--- config.mk ---
export PLATFORM = sky130hd
export DESIGN_NAME = snitch_cluster_cfg_regfile
export DESIGN_NICKNAME = d
export VERILOG_FILES = /design/src/rtl/snitch_cluster_cfg_regfile.sv
export SDC_FILE = /design/constraint.sdc
export NUM_CORES = 1
export LEC_CHECK = 0
export BUFFER_PORTS_ARGS = -buffer_cell sky130_fd_sc_hd__buf_4
export CORE_UTILIZATION = 45
export CTS_CLUSTER_SIZE = 25
export DETAILED_ROUTE_END_ITERATION = 12
export GPL_TIMING_DRIVEN = 0
export PLACE_DENSITY = 0.65
export SYNTH_ARGS = -nofsm -noshare
export SYNTH_HDL_FRONTEND = slang
export SYNTH_SLANG_ARGS = --single-unit
--- constraint.sdc ---
create_clock -name clk_i -period 2.72 [get_ports clk_i]
set_input_delay 0.408 -clock clk_i [delete_from_list [all_inputs] [get_ports clk_i]]
set_output_delay 0.408 -clock clk_i [all_outputs]
set_load 0.05 [all_outputs]
--- src/rtl/snitch_cluster_cfg_regfile.sv ---
// Runtime cluster configuration register file.
// Holds shadow copies of the boot address, the per-core enables and the cached
// region rules. Software writes the shadows over a single-cycle register bus,
// then issues COMMIT. The commit sequence drains the cores, flushes the
// instruction cache, and copies shadow to active in a single cycle.
// Optional build macro: CFG_REGION_LOCK_EN adds a sticky per-rule LOCK register
// at 0x14. The lock blocks BASE/MASK writes and REGION_EN bit changes for
// locked rules.

// One region rule: shadow and active base/mask pair.
module snitch_cluster_cfg_region_rule #(
   parameter int unsigned          AddrWidth = 32,
   parameter logic [AddrWidth-1:0] BaseRst   = '0,
   parameter logic [AddrWidth-1:0] MaskRst   = '0
) (
   input  logic                 clk_i,
   input  logic                 rst_ni,
   input  logic                 base_we,
   input  logic                 mask_we,
   input  logic [AddrWidth-1:0] wdata,
   input  logic                 commit,
   output logic [AddrWidth-1:0] shadow_base,
   output logic [AddrWidth-1:0] shadow_mask,
   output logic [AddrWidth-1:0] active_base,
   output logic [AddrWidth-1:0] active_mask
);

   // Shadow copy: written by the register bus.
   always_ff @(posedge clk_i or negedge rst_ni) begin
      if (!rst_ni) begin
         shadow_base <= BaseRst;
         shadow_mask <= MaskRst;
      end else begin
         if (base_we) shadow_base <= wdata;
         if (mask_we) shadow_mask <= wdata;
      end
   end

   // Active copy: follows the shadow only in the COMMIT cycle.
   always_ff @(posedge clk_i or negedge rst_ni) begin
      if (!rst_ni) begin
         active_base <= BaseRst;
         active_mask <= MaskRst;
      end else if (commit) begin
         active_base <= shadow_base;
         active_mask <= shadow_mask;
      end
   end

endmodule

module snitch_cluster_cfg_regfile #(
   parameter int unsigned          NrCores        = 8,
   parameter int unsigned          NrRegionRules  = 4,
   parameter int unsigned          AddrWidth      = 32,
   parameter logic [AddrWidth-1:0] BootAddrRst    = 32'h1E00_0000,
   parameter logic [AddrWidth-1:0] Region0BaseRst = 32'h1E00_0000,
   parameter logic [AddrWidth-1:0] Region0MaskRst = 32'h0080_0000,
   parameter int unsigned          DrainTimeout   = 1024
) (
   input  logic                                 clk_i,
   input  logic                                 rst_ni,
   input  logic                                 reg_req_valid_i,
   output logic                                 reg_req_ready_o,
   input  logic                                 reg_req_write_i,
   input  logic [7:0]                           reg_req_addr_i,
   input  logic [31:0]                          reg_req_wdata_i,
   output logic                                 reg_rsp_valid_o,
   output logic [31:0]                          reg_rsp_rdata_o,
   output logic                                 reg_rsp_error_o,
   input  logic [NrCores-1:0]                   core_idle_i,
   output logic                                 flush_req_o,
   input  logic                                 flush_ack_i,
   output logic [AddrWidth-1:0]                 boot_addr_o,
   output logic [NrCores-1:0]                   core_en_o,
   output logic [NrRegionRules-1:0]             region_en_o,
   output logic [NrRegionRules*AddrWidth-1:0]   region_base_o,
   output logic [NrRegionRules*AddrWidth-1:0]   region_mask_o,
   output logic                                 commit_busy_o,
   output logic [15:0]                          cfg_epoch_o
);

   localparam int unsigned CntW = $clog2(DrainTimeout);

   typedef struct packed {
      logic        write;
      logic [7:0]  addr;
      logic [31:0] wdata;
   } reg_req_t;

   typedef struct packed {
      logic        error;
      logic [31:0] rdata;
   } reg_rsp_t;

   typedef enum logic [1:0] {StIdle, StDrain, StFlush, StCommit} state_e;

   reg_req_t req;
   reg_rsp_t rsp_d, rsp_q;
   logic     rsp_vld_q;

   state_e            state_q, state_d;
   logic [CntW-1:0]   cnt_q, cnt_d;
   logic              timeout_q, timeout_d;
   logic              busy, do_commit, flush_q;
   logic [15:0]       epoch_q;

   logic [AddrWidth-1:0]     boot_sq, boot_q;
   logic [NrCores-1:0]       core_en_sq, core_en_q;
   logic [NrRegionRules-1:0] region_en_sq, region_en_q;
   logic [NrRegionRules-1:0] lock_q;

   logic [NrRegionRules-1:0][AddrWidth-1:0] base_sq, mask_sq, base_q, mask_q;

   logic                     boot_we, core_en_we, region_en_we;
   logic [NrRegionRules-1:0] base_we, mask_we;
   logic                     commit_cmd, abort_cmd, rule_hit;
   logic [4:0]               rule_idx;
`ifdef CFG_REGION_LOCK_EN
   logic                     lock_we;
`endif

   assign req             = {reg_req_write_i, reg_req_addr_i, reg_req_wdata_i};
   assign busy            = (state_q != StIdle);
   assign reg_req_ready_o = 1'b1;
   assign reg_rsp_valid_o = rsp_vld_q;
   assign reg_rsp_rdata_o = rsp_q.rdata;
   assign reg_rsp_error_o = rsp_q.error;
   assign flush_req_o     = flush_q;
   assign commit_busy_o   = busy;
   assign cfg_epoch_o     = epoch_q;
   assign boot_addr_o     = boot_q;
   assign core_en_o       = core_en_q;
   assign region_en_o     = region_en_q;

   // Address decode: produce the response word and single-cycle write strobes.
   always_comb begin
      rsp_d        = '0;
      boot_we      = 1'b0;
      core_en_we   = 1'b0;
      region_en_we = 1'b0;
      base_we      = '0;
      mask_we      = '0;
      commit_cmd   = 1'b0;
      abort_cmd    = 1'b0;
      rule_hit     = 1'b0;
`ifdef CFG_REGION_LOCK_EN
      lock_we      = 1'b0;
`endif
      rule_idx     = req.addr[7:3] - 5'd4;
      if (reg_req_valid_i) begin
         if (req.addr[1:0] != 2'b00) begin
            rsp_d.error = 1'b1;
         end else if (req.addr >= 8'h20) begin
            // Rule window: 0x20 + 8*i is BASE, +4 is MASK.
            for (int unsigned i = 0; i < NrRegionRules; i++) begin
               if (rule_idx == 5'(i)) begin
                  rule_hit = 1'b1;
                  if (!req.write)
                     rsp_d.rdata = req.addr[2] ? 32'(mask_sq[i]) : 32'(base_sq[i]);
                  else if (busy || lock_q[i])
                     rsp_d.error = 1'b1;
                  else if (req.addr[2])
                     mask_we[i] = 1'b1;
                  else
                     base_we[i] = 1'b1;
               end
            end
            if (!rule_hit) rsp_d.error = 1'b1;
         end else begin
            case (req.addr)
               8'h00: if (req.write) begin
                  // ABORT has priority. COMMIT plus ABORT in IDLE is a silent no-op.
                  abort_cmd = req.wdata[1];
                  if (req.wdata[0] && !req.wdata[1]) begin
                     if (busy) rsp_d.error = 1'b1;
                     else      commit_cmd  = 1'b1;
                  end
               end
               8'h04: begin
                  if (req.write) rsp_d.error = 1'b1;
                  else           rsp_d.rdata = {epoch_q, 14'b0, timeout_q, busy};
               end
               8'h08: begin
                  if (!req.write) rsp_d.rdata = 32'(boot_sq);
                  else if (busy)  rsp_d.error = 1'b1;
                  else            boot_we     = 1'b1;
               end
               8'h0C: begin
                  if (!req.write) rsp_d.rdata = 32'(core_en_sq);
                  else if (busy)  rsp_d.error = 1'b1;
                  else            core_en_we  = 1'b1;
               end
               8'h10: begin
                  if (!req.write)
                     rsp_d.rdata = 32'(region_en_sq);
                  else if (busy ||
                           (|((req.wdata[NrRegionRules-1:0] ^ region_en_sq) & lock_q)))
                     rsp_d.error = 1'b1;
                  else
                     region_en_we = 1'b1;
               end
`ifdef CFG_REGION_LOCK_EN
               8'h14: begin
                  if (req.write) lock_we     = 1'b1;
                  else           rsp_d.rdata = 32'(lock_q);
               end
`endif
               default: rsp_d.error = 1'b1;
            endcase
         end
      end
   end

   // Response register: exactly one response, one cycle after each request.
   always_ff @(posedge clk_i or negedge rst_ni) begin
      if (!rst_ni) begin
         rsp_vld_q <= 1'b0;
         rsp_q     <= '0;
      end else begin
         rsp_vld_q <= reg_req_valid_i;
         rsp_q     <= rsp_d;
      end
   end

`ifdef CFG_REGION_LOCK_EN
   // Sticky lock bits: write-1-to-set, cleared only by reset.
   always_ff @(posedge clk_i or negedge rst_ni) begin
      if (!rst_ni)      lock_q <= '0;
      else if (lock_we) lock_q <= lock_q | req.wdata[NrRegionRules-1:0];
   end
`else
   assign lock_q = '0;
`endif

   // Commit sequencer: next state, drain counter and timeout sticky.
   always_comb begin
      state_d   = state_q;
      cnt_d     = cnt_q;
      timeout_d = timeout_q;
      do_commit = 1'b0;
      case (state_q)
         StIdle: if (commit_cmd) begin
            state_d   = StDrain;
            cnt_d     = '0;
            timeout_d = 1'b0;
         end
         StDrain: begin
            // Disabled cores count as idle. The active enables decide this.
            if (abort_cmd)
               state_d = StIdle;
            else if (&(core_idle_i | ~core_en_q))
               state_d = StFlush;
            else if (cnt_q == CntW'(DrainTimeout - 1)) begin
               state_d   = StIdle;
               timeout_d = 1'b1;
            end else
               cnt_d = cnt_q + 1'b1;
         end
         StFlush: if (flush_ack_i) state_d = StCommit;
         StCommit: begin
            do_commit = 1'b1;
            state_d   = StIdle;
         end
         default: state_d = StIdle;
      endcase
   end

   // Sequencer state, plus the registered flush request that tracks FLUSH.
   always_ff @(posedge clk_i or negedge rst_ni) begin
      if (!rst_ni) begin
         state_q   <= StIdle;
         cnt_q     <= '0;
         timeout_q <= 1'b0;
         flush_q   <= 1'b0;
      end else begin
         state_q   <= state_d;
         cnt_q     <= cnt_d;
         timeout_q <= timeout_d;
         flush_q   <= (state_d == StFlush);
      end
   end

   // Shadow boot address and enables, written by the register bus.
   always_ff @(posedge clk_i or negedge rst_ni) begin
      if (!rst_ni) begin
         boot_sq      <= BootAddrRst;
         core_en_sq   <= '1;
         region_en_sq <= NrRegionRules'(1);
      end else begin
         if (boot_we)      boot_sq      <= AddrWidth'(req.wdata);
         if (core_en_we)   core_en_sq   <= req.wdata[NrCores-1:0];
         if (region_en_we) region_en_sq <= req.wdata[NrRegionRules-1:0];
      end
   end

   // Active boot address, enables and epoch: updated only in the COMMIT cycle.
   always_ff @(posedge clk_i or negedge rst_ni) begin
      if (!rst_ni) begin
         boot_q      <= BootAddrRst;
         core_en_q   <= '1;
         region_en_q <= NrRegionRules'(1);
         epoch_q     <= '0;
      end else if (do_commit) begin
         boot_q      <= boot_sq;
         core_en_q   <= core_en_sq;
         region_en_q <= region_en_sq;
         epoch_q     <= epoch_q + 16'd1;
      end
   end

   for (genvar i = 0; i < NrRegionRules; i++) begin : gen_rule
      snitch_cluster_cfg_region_rule #(
         .AddrWidth (AddrWidth),
         .BaseRst   ((i == 0) ? Region0BaseRst : {AddrWidth{1'b0}}),
         .MaskRst   ((i == 0) ? Region0MaskRst : {AddrWidth{1'b0}})
      ) u_rule (
         .clk_i       (clk_i),
         .rst_ni      (rst_ni),
         .base_we     (base_we[i]),
         .mask_we     (mask_we[i]),
         .wdata       (AddrWidth'(req.wdata)),
         .commit      (do_commit),
         .shadow_base (base_sq[i]),
         .shadow_mask (mask_sq[i]),
         .active_base (base_q[i]),
         .active_mask (mask_q[i])
      );
      assign region_base_o[i*AddrWidth +: AddrWidth] = base_q[i];
      assign region_mask_o[i*AddrWidth +: AddrWidth] = mask_q[i];
   end

endmodule

; Yosys cells after proc, flatten, opt, wreduce, memory -nomap -nowiden
; Cells that the tools add are included.
[op_classes]
muxes = 109
bitwise = 2
reduce_logical = 12
n_lt_le_gt_ge = 1
n_addsub = 3
eq_ne = 17
[ops]
columns = op, n
row1 = $mux 33, 12
row2 = $mux 32, 11
row3 = $pmux 32 s4, 1
row4 = $mux 1, 64
row5 = $mux 10, 4
row6 = $mux 4, 7
row7 = $pmux 10 s2, 1
row8 = $add 16x1->16 const B, 1
row9 = $eq 8x4->1 const B, 2
row10 = $add 10x1->10 const B, 1
row11 = $eq 10x10->1 const B, 1
row12 = $eq 5x2->1 const B, 2
row13 = $mux 2, 5
row14 = $ne 2x2->1 const B, 5
row15 = $reduce_and 5->1, 2
row16 = $eq 8x3->1 const B, 1
row17 = $eq 8x5->1 const B, 1
row18 = $ge 8x6->1 const B, 1
row19 = $logic_not 8->1, 1
row20 = $mux 8, 1
row21 = $not 8->8, 1
row22 = $or 8x8->8, 1
row23 = $pmux 2 s4, 1
row24 = $reduce_and 8->1, 1
row25 = other kinds (12), 16
[word_totals]
wordCells = 174
ff_bits = 664

; Logic depth before layout (Yosys ltp)
; Gate-level depths: netlist of the first run.
[depth]
depth_word = 23
ltp_mapped = 8

; Hierarchy
; From an unflattened synthesis of the first run, not the netlist that was laid out.
[hier_totals]
hier_cells = 1841
hier_area_um2 = 28906.5
[by_module_without_submodules]
columns = mod, n_inst, area_per_inst_um2, cells_per_inst
row1 = snitch_cluster_cfg_region_rule (gen_rule[1].u_rule ...), 3, 5117.4, 271
row2 = snitch_cluster_cfg_regfile, 1, 8424.3, 757
row3 = snitch_cluster_cfg_region_rule (gen_rule[0].u_rule), 1, 5129.9, 271

; Worst setup path after synthesis of the first run
; No wires, ideal clock.
[synth_path]
path_type = input port to flip-flop
startpoint = input port reg_req_addr_i[5]
endpoint = register cnt_q[7]
stages = 7
required_ns = 2.641
setup_time_ns = 0.079
t_arrival_ns = 2.053
setup_slack_ns = 0.588
cell_sequence = nor3_4 > nand4_2 > nor4_4 > a21oi_2 > buf_2 > nor4b_2 > mux2i_1
[synth_between]
elab_chain_cells = 7
[synth_lines]
columns = item, line
row1 = "start, declared", 66  ; input logic [7:0] reg_req_addr_i,
row2 = branches (longest 6 deep; another with $ge 8x6->1), n/a
row3 = $reduce_and 5->1 (no source line) *, n/a
row4 = "end signal, assigned", 278  ; cnt_q <= cnt_d;
row5 = "end, declared", 103  ; logic [CntW-1:0] cnt_q, cnt_d;
; Mark *: on every way between the ends.
; A chain may end at the register's enable or synchronous reset.

; Worst setup path after layout of the first run
[layout_path]
startpoint = input port reg_req_valid_i
endpoint = register gen_rule[1].u_rule.shadow_mask[12]
[layout_between]
elab_chain_cells = 1
[layout_lines]
columns = item, line
row1 = "start, declared", 63  ; input logic reg_req_valid_i,
row2 = $mux 4, 151  ; if (reg_req_valid_i) begin
row3 = "end signal, assigned", 32  ; shadow_mask <= MaskRst;
row4 = "end signal, assigned", 35  ; if (mask_we) shadow_mask <= wdata;
row5 = "end, declared", 23  ; output logic [AddrWidth-1:0] shadow_mask,
; Every way passes these cells.

==> impl_metrics.ini, run 1 <==
[synth]
postSynthNetCount = 2508
synth_area_per_cell_um2 = 11.2
synth_warnings = 0
ys_ff_latch = 664
post_synth_edffs = 0
synth_ff_type = sky130_fd_sc_hd__dfrtp_1
ys_async_sr_fraction_pct = 100
synth-seq-area-share_pct = 60.6
synthesis.area_um2 = 27500
number_of_distinct_library_cell_variants_in_the_gate_level_netlist_after_synthesis = 52
post_synth_inst_count = 2453

[timing]
hold_violations = 93
slew_headroom_pct = 19.9
achievable-frequency_mhz = 357
post-route-min-period_ns = 2.80
fin_crit_sh_pct = 103
tightestPinTransition_ns = 1.20
maxSlewViolCount = 0
finalWorstSetupSlack_ns = -0.0778
setup_tns_ns = -1.15
hold-worst-slack_ns = -0.292
finClkSkew_ns = 0.0321
grt_setup_unrepaired = true
setup_viol = 49

[placed_design]
dp_worst_setup_slack_ns = -0.567
placement.cell_area_um2 = 31600
place.detailed.instances = 3639
gp_congestion = 0.922
post_detail_place_hpwl_um = 66700
buffer_ports.inserted = 399

[drt]
post_drt_wl_per_cell_um = 24.4
dr.first_iter.drc_count = 1968
dr_total_vias = 20900
drt-total-wl_um = 91800
remaining_drc_errors = 0
drt_pre_antenna_iters = 6
final_antenna_net_count = 0
vias_per_inst = 5.55

[run]
maxCapViolCount = 0

[power]
seq_power_share_pct = 44.6
share_clk_of_total_power_pct = 42.1
cellPowerDensity_nw_per_um2 = 693
power_frac_comb_pct = 13.3
cellLeakagePower_nw = 18.0
cellInternalPower_mw = 16.9
switching_share_pct = 28.4
p_switching_mw = 6.69
irDropWorstVdd_mv = 0.386

[final_layout]
postLayoutCellArea_um2 = 34000
finish.utilization_pct = 56.4
final_common_cell = sky130_fd_sc_hd__nand2_1
final-instance-count-excl-fill = 3767
most_used_cells_in_the_layout_excluding_fill_and_tap_cells = sky130_fd_sc_hd__nand2_1 (954), sky130_fd_sc_hd__dfrtp_1 (628), sky130_fd_sc_hd__buf_4 (399), sky130_fd_sc_hd__mux2_2 (298), sky130_fd_sc_hd__clkbuf_1 (115)
final_nets = 2986
layout-area-overhead-vs-synth_pct = 23.9
post_route_cells_drive_above_1_share_pct = 31.2

[setup_path]
critPathKind = in2reg
max_fo_critical_path = 10
crit_path_end_kind = flop
crit_path_start_kind = input pin
cp_data_arrival_time_ns = 3.27
timing.critical_path.required_ns = 3.20

[clock_network]
path_clk_slew_ns = 0.06
cts-root-to-sink-buffers = 3
tritoncts = done
cts_max_level = 3
cts_root_buf = sky130_fd_sc_hd__clkbuf_16
cts.sink_count = 664
cts_setup_buffers = 0
worstSkewPairLatency_ns = 0.62
post_cts_hold_fix_bufs = 1
tritoncts.num_buffers = 71

[grt]
first_global_vias = 21200
grt_pass1_wl_um = 136000
grt_start_max_net_pins = 126
antenna_found_initial = 5
total_routing_usage_gr_pct = 29.5
globalRoute.totalOverflow = 0

[floorplan]
floorplan.initialDensity_pct = 45.5
die_h_um = 249
dieArea_um2 = 62000
io_pins = 406
std_cell_rows = 90
die_w_um = 249
design.core.area_um2 = 60400

[status]
status = finished, violations left
violations = hold timing, setup timing

[worst_hold_path]
hold_path_class = in2async
[worst max-delay path, cell delays in order]
cell,delay [ns]
sky130_fd_sc_hd__dlygate4sd3_1,0.53
sky130_fd_sc_hd__buf_4,0.14
sky130_fd_sc_hd__nor3b_2,0.31
sky130_fd_sc_hd__nand3_1,0.22
sky130_fd_sc_hd__nor2_1,0.18
sky130_fd_sc_hd__nand2_1,0.12
sky130_fd_sc_hd__nor3_2,0.50
sky130_fd_sc_hd__buf_2,0.47
sky130_fd_sc_hd__mux2_2,0.40
[repair_timing]
item,4_1_cts,5_1_grt
endpoints found under the setup margin,71,313
pin swaps,0,1
resized for setup,5,13
hold endpoints to repair,94,93
[layout make-up]
| cell class | instances | area, µm² |
|---|---|---|
| Antenna cell | 2 | 5.00 |
| Tap cell | 782 | 978 |
| Inverter | 13 | 48.8 |
| Buffer | 148 | 602 |
| Multi-Input combinational cell | 1628 | 10200 |
| Clock inverter | 15 | 218 |
| Clock buffer | 110 | 2170 |
| Timing Repair Buffer | 405 | 3160 |
| Sequential cell | 664 | 16700 |
| Fill cell | 5203 | 26300 |
[registers in the layout, summed over array words and instances (netlist names), 2 cells and up]
name	flops
gen_rule.u_rule.shadow_base	128
gen_rule.u_rule.active_mask	128
reg_rsp_rdata_o	32
gen_rule.u_rule.shadow_mask	128
gen_rule.u_rule.active_base	128
cfg_epoch_o	16
core_en_sq	8
core_en_o	8
cnt_q	10
region_en_sq	4
region_en_o	4
boot_addr_o	32
boot_sq	32
state_q	2
[cell families after synthesis]
family,Yosys count,synth area share [%]
and+or+nand+nor,1072,15.7
adders and majority gates,2,0.0911
muxes,392,17.5
buffers and inverters,161,2.33
other,1,0.0137
DFF,664,60.6
AOI/OAI and AO/OA,145,3.24
xor gates and xnor gates,16,0.510
[synth_stat cells, types with 20 or more instances]
cell type                  count  share of area, %
sky130_fd_sc_hd__nor3_1       29              0.53
sky130_fd_sc_hd__mux2_2      298                12
sky130_fd_sc_hd__mux2i_1      51               1.9
sky130_fd_sc_hd__clkbuf_1    102               1.4
sky130_fd_sc_hd__a21oi_1      33              0.60
sky130_fd_sc_hd__mux4_2       40               3.3
sky130_fd_sc_hd__dfstp_2      36               3.4
sky130_fd_sc_hd__buf_1        20              0.27
sky130_fd_sc_hd__o21ai_0      59               1.1
sky130_fd_sc_hd__a221oi_1     21              0.67
sky130_fd_sc_hd__nor2_1       24              0.33
sky130_fd_sc_hd__buf_2        25              0.46
sky130_fd_sc_hd__dfrtp_1     628                57
sky130_fd_sc_hd__nand2_1     954                13
[stage by stage]
stage	hold WS, ns	power, mW
6_report	-0.292	23.6
5_1_grt	-0.258	24.3
4_1_cts	-0.192	23.7
3_5_place_dp	0.448	13.8
3_3_place_gp	0.453	13.7
2_1_floorplan	0.112	12.3
[power by group through the flow]
stage	sequential [mW]	combinational (mW)	clock, mW
after floorplan	11.3	1.00	0
final	10.5	3.14	9.94
after CTS	10.5	3.14	10.1
after global placement	10.7	3.05	0
after global routing	10.5	3.32	10.5
after detailed placement	10.7	3.12	0
[path summary, 6_finish.rpt]
path	start	to	slack [ns]	cells after the start
min in group clk_i	reg_req_wdata_i[2]	region_en_sq[2]	0.04	2
min	rst_ni	gen_rule[1].u_rule.active_base[5]	-0.29	1
max	reg_req_valid_i	gen_rule[1].u_rule.shadow_mask[12]	-0.08	9
min reg2reg	boot_addr_o[26]	boot_addr_o[26]	0.46	2
max in group asynchronous	rst_ni	gen_rule[2].u_rule.shadow_base[23]	0.47	5
max reg2reg	state_q[0]	gen_rule[1].u_rule.shadow_mask[12]	0.05	7
[metal layers]
metal / wire, µm / GRT usage (%) / up-vias / part of all wire [%]
li1: - / - / 9153 / -
met1: 38300 / 39.9 / 10800 / 42
met2: 43100 / 46.9 / 821 / 47
met3: 6860 / 5.99 / 157 / 7.5
met4: 3470 / 12.2 / 2 / 3.8
met5: 12 / 0 / - / 0.013
Power figures use the tool's default switching activity.
==> inputs of run 2 (changes only) <==
BUFFER_PORTS_ARGS = -buffer_cell sky130_fd_sc_hd__buf_2   (was -buffer_cell sky130_fd_sc_hd__buf_4)
==> run 2 against run 1 <==
Compared with the run above:
- the flow now finishes without violations
- wire length fell by 0.82%
- final cell count rose by 0.11%
- via count barely moved
- global-route usage fell by 0.10 points
- largest power group unchanged
- sequential cell count did not move
- clock skew fell by 0.0037 ns
- sequential power barely moved
- maximum frequency rose by 3.5%
- hold slack improved by 0.35 ns
- critical path depth fell by 2
==> impl_metrics.ini, run 2 (synthesis results as in run 1) <==
[clock_network]
tritoncts.num_buffers = 71
cts_setup_buffers = 0
cts-root-to-sink-buffers = 3
worstSkewPairLatency_ns = 0.62
cts_max_level = 3
tritoncts = done
path_clk_slew_ns = 0.06
cts_root_buf = sky130_fd_sc_hd__clkbuf_16
cts.sink_count = 664

[grt]
grt_start_max_net_pins = 126
globalRoute.totalOverflow = 0
antenna_found_initial = 4
first_global_vias = 21000
grt_pass1_wl_um = 135000
total_routing_usage_gr_pct = 29.4

[timing]
finalWorstSetupSlack_ns = 0.0165
hold-worst-slack_ns = 0.0594
achievable-frequency_mhz = 370
post-route-min-period_ns = 2.70
slew_headroom_pct = 19.6
fin_crit_sh_pct = 99.4
setup_viol = 0
setup_tns_ns = 0
tightestPinTransition_ns = 1.21
finClkSkew_ns = 0.0284
hold_violations = 0
maxSlewViolCount = 0
grt_setup_unrepaired = true

[floorplan]
io_pins = 406
design.core.area_um2 = 60400
die_h_um = 249
die_w_um = 249
dieArea_um2 = 62000
floorplan.initialDensity_pct = 45.5
std_cell_rows = 90

[final_layout]
final_nets = 2987
multi_input_area_um2 = 10200
postLayoutCellArea_um2 = 33100
final-seq-area_um2 = 16700
finish.utilization_pct = 54.8
final_common_cell = sky130_fd_sc_hd__nand2_1
final-instance-count-excl-fill = 3771
filler_cell_count = 5282
post_route_cells_drive_above_1_share_pct = 31.3
layout-area-overhead-vs-synth_pct = 20.4
most_used_cells_in_the_layout_excluding_fill_and_tap_cells = sky130_fd_sc_hd__nand2_1 (953), sky130_fd_sc_hd__dfrtp_1 (628), sky130_fd_sc_hd__buf_2 (422), sky130_fd_sc_hd__mux2_2 (298), sky130_fd_sc_hd__clkbuf_1 (118)

[drt]
drt-total-wl_um = 91000
met2WireLength_um = 43300
remaining_drc_errors = 0
drt_pre_antenna_iters = 7
final_antenna_net_count = 0
topRoutingLayerUsed = met5
dr.first_iter.drc_count = 1933
dr_total_vias = 20900
routed_metal_1_wire_length_um = 37900
post_drt_wl_per_cell_um = 24.1
route.met3.wl_um = 6830
vias_per_inst = 5.54

[placed_design]
dp_worst_setup_slack_ns = -0.682
placement.cell_area_um2 = 30600
buffer_ports.inserted = 399
gp_congestion = 0.903
post_detail_place_hpwl_um = 66300
place.detailed.instances = 3639

[setup_path]
timing.critical_path.required_ns = 3.21
crit_path_end_kind = flop
crit_path_start_kind = flop
worst_r2r_startpoint = state_q[1]
critPathKind = reg2reg
worst_setup_path_startpoint = state_q[1]
cp_data_arrival_time_ns = 3.19
max_fo_critical_path = 10

[power]
power_frac_comb_pct = 12.7
irDropWorstVdd_mv = 0.410
seq_power_share_pct = 44.6
cellLeakagePower_nw = 18.0
cellPowerDensity_nw_per_um2 = 712
switching_share_pct = 28.6
share_clk_of_total_power_pct = 42.8
cellInternalPower_mw = 16.8
p_switching_mw = 6.73
power_mw = 23.5

[status]
status = complete, no violations

[worst_hold_path]
hold_path_class = in2reg
hold_path_startpoint = flush_ack_i

[run]
maxCapViolCount = 0
run 2: changes by cell type in the layout (fill, tap and decap cells not counted), sizes merged:
| cell | previous run | this run |
|---|---|---|
| clkinvlp | 1 | 3 |
| clkdlybuf4s15 | 0 | 1 |
| clkbuf | 213 | 209 |
| inv | 14 | 16 |
| bufinv | 5 | 8 |
| clkinv | 8 | 10 |
| dlygate4sd3 | 1 | 2 |
| buf | 449 | 446 |
run 2: layer usage:
metal / global-route usage [%] / up-vias
met5: 0 / -
met3: 5.94 / 149
li1: - / 9167
met4: 11.0 / 4
met1: 39.9 / 10700
met2: 47.1 / 835
run 2: worst max-delay path, cell delays in order, from the launching register on:
cell and delay, ns:
sky130_fd_sc_hd__dfrtp_1 0.43, sky130_fd_sc_hd__nor2_1 0.28, sky130_fd_sc_hd__nand3_1 0.20, sky130_fd_sc_hd__nor2_1 0.20
sky130_fd_sc_hd__nand2_1 0.14, sky130_fd_sc_hd__nor3_2 0.49, sky130_fd_sc_hd__buf_2 0.46, sky130_fd_sc_hd__mux2_2 0.38
run 2: worst paths after layout:
check                                                     endpoint  slack (ns)  cells past startpoint
worst max-delay path            gen_rule[1].u_rule.shadow_mask[12]        0.02                      7
worst min-delay path                                    state_q[0]        0.06                      3
worst max register to register  gen_rule[1].u_rule.shadow_mask[12]        0.02                      7
worst min register to register                      region_en_o[0]        0.45                      2
max in group asynchronous       gen_rule[0].u_rule.active_mask[23]        0.33                      5
min in group asynchronous        gen_rule[1].u_rule.active_mask[6]        0.40                      2
run 2: cell type report:
cell class              instances  share of cell area [%]
well taps                     782                    2.96
clock inverters                24                    1.07
repair buffers                406                    6.56
multi-input cells            1628                    30.8
inverters                      13                   0.148
flip-flops and latches        664                    50.4
clock buffers                 104                    6.21
diodes                          2                  0.0151
plain buffers                 148                    1.84
run 2: repair_timing:
item,4_1_cts,5_1_grt
resized for setup,7,13
hold endpoints to repair,103,0
setup endpoints to repair,200,202
hold buffers,2,0
run 2: power groups by stage:
stage | Combinational [mW] | Clock (mW) | Sequential [mW]
final | 2.98 | 10.1 | 10.5
after global routing | 3.17 | 10.6 | 10.5
after CTS | 2.98 | 10.2 | 10.5
after detailed placement | 2.97 | 0 | 10.7
after global placement | 2.89 | 0 | 10.7
after floorplan | 1.00 | 0 | 11.3
